<file path="src/rtl/sat_counter.sv">
// Saturating up-counter: holds at all-ones instead of wrapping.
// Latency: count visible one cycle after inc; clr is synchronous and wins over inc.
// Backpressure: none, inc is sampled every cycle.
module sat_counter #(
    parameter int W = 8
) (
    input  logic         clk,
    input  logic         clr,
    input  logic         inc,
    output logic [W-1:0] cnt
);

    logic [W-1:0] cnt_q;
    logic [W-1:0] cnt_d;

    always_comb begin
        cnt_d = cnt_q;
        if (inc && (cnt_q != {W{1'b1}})) begin
            cnt_d = cnt_q + 1'b1;
        end
    end

    always_ff @(posedge clk) begin
        if (clr) begin
            cnt_q <= '0;
        end else begin
            cnt_q <= cnt_d;
        end
    end

    assign cnt = cnt_q;

endmodule

</file>
<file path="config.mk">
export PLATFORM = sky130hd
export DESIGN_NAME = sat_counter
export DESIGN_NICKNAME = d
export VERILOG_FILES = /design/src/rtl/sat_counter.sv
export SDC_FILE = /design/constraint.sdc
export NUM_CORES = 1
export LEC_CHECK = 0
export CAP_MARGIN = 20
export CORE_AREA = 2 2 41 43
export CTS_BUF_LIST = sky130_fd_sc_hd__clkbuf_4
export CTS_CLUSTER_DIAMETER = 150
export DETAILED_ROUTE_END_ITERATION = 16
export DIE_AREA = 0 0 43 45
export PLACE_DENSITY_LB_ADDON = 0.1
export REMOVE_ABC_BUFFERS = 1
export SETUP_SLACK_MARGIN = 0.02
export SLEW_MARGIN = 20
export SYNTH_ARGS = -nofsm -noshare
export SYNTH_HDL_FRONTEND = slang
export SYNTH_SLANG_ARGS = --single-unit
</file>
<file path="constraint.sdc">
create_clock -name clk -period 1.4 [get_ports clk]
set_input_delay 0.21 -clock clk [delete_from_list [all_inputs] [get_ports clk]]
set_output_delay 0.21 -clock clk [all_outputs]
set_load 0.02 [all_outputs]
</file>
==> results.md <==
* I/O Buffers at 10
* Mapped Area at 430.4 um2
* Non-filler cells, final at 83
* Register area at 160.2 um2
* Share of cells above drive strength 1 at 25.37%
* Worst setup EP type: flip-flop
* Via count at 426
* Worst slew pin tran at 0.2371 ns
* Worst Path Max Fanout at 5
* Pins Over Slew Limit at 0
* Mapped Cells at 46
* Yosys cell types at 25
* CTS tree: yes
* Net Sw Power at 0.0001136 W
* Detailed Route Iter0 Violations at 3
* Post-synth top area share at 37.21%
* Hold_ws at 0.5093 ns
* Hold_buf cts at 0
* Final core occ at 42.09%
* Maximum vdd drop at 0.0004319 V
* Routability cong. at 0.7311
* Post-synthesis sequential area ratio at 37.21%
* Final Routed Wirelength at 962 um
* Width of the die at 43 um
* RSZ-0062 raised after global routing: no
* H-tree levels at 1
* FF-to-FF path depth at 4
* Multi-input logic area at 255.2 um2
* Clock network fraction of total power at 37.5%
* Largest net degree at the start of global routing at 8
* Clk sink count at 8
* DR vias/cell at 5.133
* Syn avg cell area at 9.357 um2
* CTS root buf: clkbuf_4
* Critical Path AT at 1.47 ns
* Startpoint Class: flip-flop
* Pint at 0.0003634 W
* Clk slew on worst S/H paths at 0.05 ns
* Worst Skew at 0.007845 ns
* Crit path to: cnt[0]$_SDFFE_PP0P_
* Deepest clock path buffer count at 2
* Cell taking the most area after synthesis: dfxtp_1
* Hold Vio Cnt, Final at 0
* FF-to-FF End: cnt[0]$_SDFFE_PP0P_
* Synth area leaders: dfxtp_1, a21oi_1, a21boi_4, nand2_1, and4_1
* Yosys warns at 0
* Number of global-route vias before repair at 375
* R2R Setup Slk at 0.07 ns
* Worst slew margin at 84.19%
* Placed cell count at 80
* Worst Setup SP: cnt[1]$_SDFFE_PP0P_
* Min-Delay Path Class: flip-flop to flip-flop
* Fmax at 0.7518 GHz
* GRT Util Overall at 12.44%
* Hold_sp: cnt[1]$_SDFFE_PP0P_
* Tcrit/Tclk final at 95.01%
* Crit Reg-Reg Startpoint: cnt[1]$_SDFFE_PP0P_
* Outcome: complete, no violations
* N_diodes at 0
* Die Area at 1935 um2
* Critical Path RT at 1.54 ns
* Wire per inst at 11.59 um
* Finish-stage setup viols at 0
* Area Growth Syn to Fin at 43.90%
* Hpwl dp at 760.8 um
* Die height at 45 um
* Leak at 0.2842 nW
* Postcts setup bufs at 0
* Comb power frac at 12.3%
* Seq cells post-synth at 8
* Max reg flops at 8
* DR pass1 iterations at 4
* Total power at 0.0004770 W
* Total CTS buffers at 3
* Area of the core at 1471 um2
* Maxcap violations at 0
* First-pass GRT wire length at 1.649 mm
* FP Rows at 14
* Clk_lat worst skew at 0.26 ns
* Drt drc at 0
* Initial Util at 29.25%
* Switching fraction of total power at 23.81%
* Crit Path Class: flip-flop to flip-flop
* Congestion Overflow GR at 0
* Sequential power share at 50.3%
* PwrDens at 770.1 nW/um2
* Initial antenna violation count at 0
* NumNets Final at 73
* DRT antenna net count at 0
* Fill count at 166
* Min Tclk post-route at 1.330 ns
* I/O Pins at 11
placed cells by master, fill, tap and decap left out:
cell / count
o311a_1: 1
mux2_4: 1
o21ai_1: 1
nor2_1: 1
a31oi_1: 1
clkbuf_4: 3
nand2b_1: 1
ha_1: 1
dfxtp_1: 8
a311oi_1: 1
a21boi_0: 1
buf_4: 9
inv_1: 1
or3_2: 1
mux2i_1: 1
a21boi_4: 1
clkdlybuf4s50_1: 2
o21bai_1: 2
nand4_1: 2
nand2_1: 5
nor3_1: 2
and3_4: 1
dlygate4sd2_1: 8
a21oi_1: 5
and2b_2: 1
and4_1: 2
a211oi_1: 2
nand3_1: 2
how the worst min path moves through the flow:
stage / end / slack (ns) / cells after the start
2_1_floorplan: cnt[7]$_SDFFE_PP0P_ / 0.28 / 1
6_report: cnt[1]$_SDFFE_PP0P_ / 0.51 / 2
4_1_cts: cnt[1]$_SDFFE_PP0P_ / 0.51 / 2
5_1_grt: cnt[5]$_SDFFE_PP0P_ / 0.54 / 1
3_3_place_gp: cnt[1]$_SDFFE_PP0P_ / 0.51 / 2
3_5_place_dp: cnt[1]$_SDFFE_PP0P_ / 0.51 / 2
area by class of cell:
| class | count | share of cell area [%] |
|---|---|---|
| Sequential cell | 8 | 25.86 |
| Tap cell | 16 | 3.232 |
| Timing Repair Buffer | 19 | 25.45 |
| Inverter | 1 | 0.6061 |
| Multi-Input combinational cell | 36 | 41.21 |
| Clock buffer | 3 | 3.636 |
synth_stat cells, drive strengths merged:
| master | count |
|---|---|
| dfxtp | 8 |
| a21oi | 5 |
| nand2 | 5 |
| a211oi | 2 |
| a21boi | 2 |
| and4 | 2 |
| nand3 | 2 |
| nand4 | 2 |
| nor3 | 2 |
| o21bai | 2 |
| a311oi | 1 |
| a31oi | 1 |
| and2b | 1 |
| and3 | 1 |
| buf | 1 |
| ha | 1 |
| inv | 1 |
| mux2 | 1 |
| mux2i | 1 |
| nand2b | 1 |
| nor2 | 1 |
| o21ai | 1 |
| o311a | 1 |
| or3 | 1 |
cells by family (layout without fill, tap and decap cells):
logic type,Yosys count,count (layout),share of synthesized area (%)
AO/OA/AOI/OAI,15,15,25.87
flip-flops,8,8,37.21
AND/OR/NAND/NOR,18,18,24.71
adder cells (fa/ha/maj),1,1,2.907
buffers and inverters,2,23,3.487
multiplexers,2,2,5.813
repair_timing:
item,CTS,global route
hold endpoints to repair,0,0
resized for setup,8,0
endpoints found under the setup margin,8,0
per-stage QoR:
stage	area [um2]	worst slack, ns	setup TNS, ns
final	619.3	0.06992	0
after global routing	619.3	0.02355	0
after CTS	619.3	0.06682	0
after detailed placement	606.8	-0.09931	-0.1800
after global placement	606.8	-0.07541	-0.1701
after floorplan	419.2	-0.04700	-0.04700
power groups by stage:
stage / clock network (W) / registers (W) / logic (W)
5_1_grt: 0.000208 / 0.000240 / 0.0000653
2_1_floorplan: 0 / 0.000252 / 0.0000200
6_report: 0.000179 / 0.000240 / 0.0000584
3_3_place_gp: 0 / 0.000245 / 0.0000637
3_5_place_dp: 0 / 0.000245 / 0.0000634
4_1_cts: 0.000189 / 0.000240 / 0.0000593
metal layers:
layer | share of wire, % | routed length [um] | global-route usage, %
met2 | 42 | 406 | 16.97
met3 | 7.3 | 70 | 5.200
met5 | 0 | 0 | 0
met4 | 4.2 | 40 | 10.91
met1 | 46 | 445 | 14.88
critical path, stage by stage (launching register included):
cell and delay, ns:
dfxtp_1 0.34, ha_1 0.20, and3_4 0.20, a21boi_4 0.17, mux2_4 0.30
(Power assumes the default switching activity.)
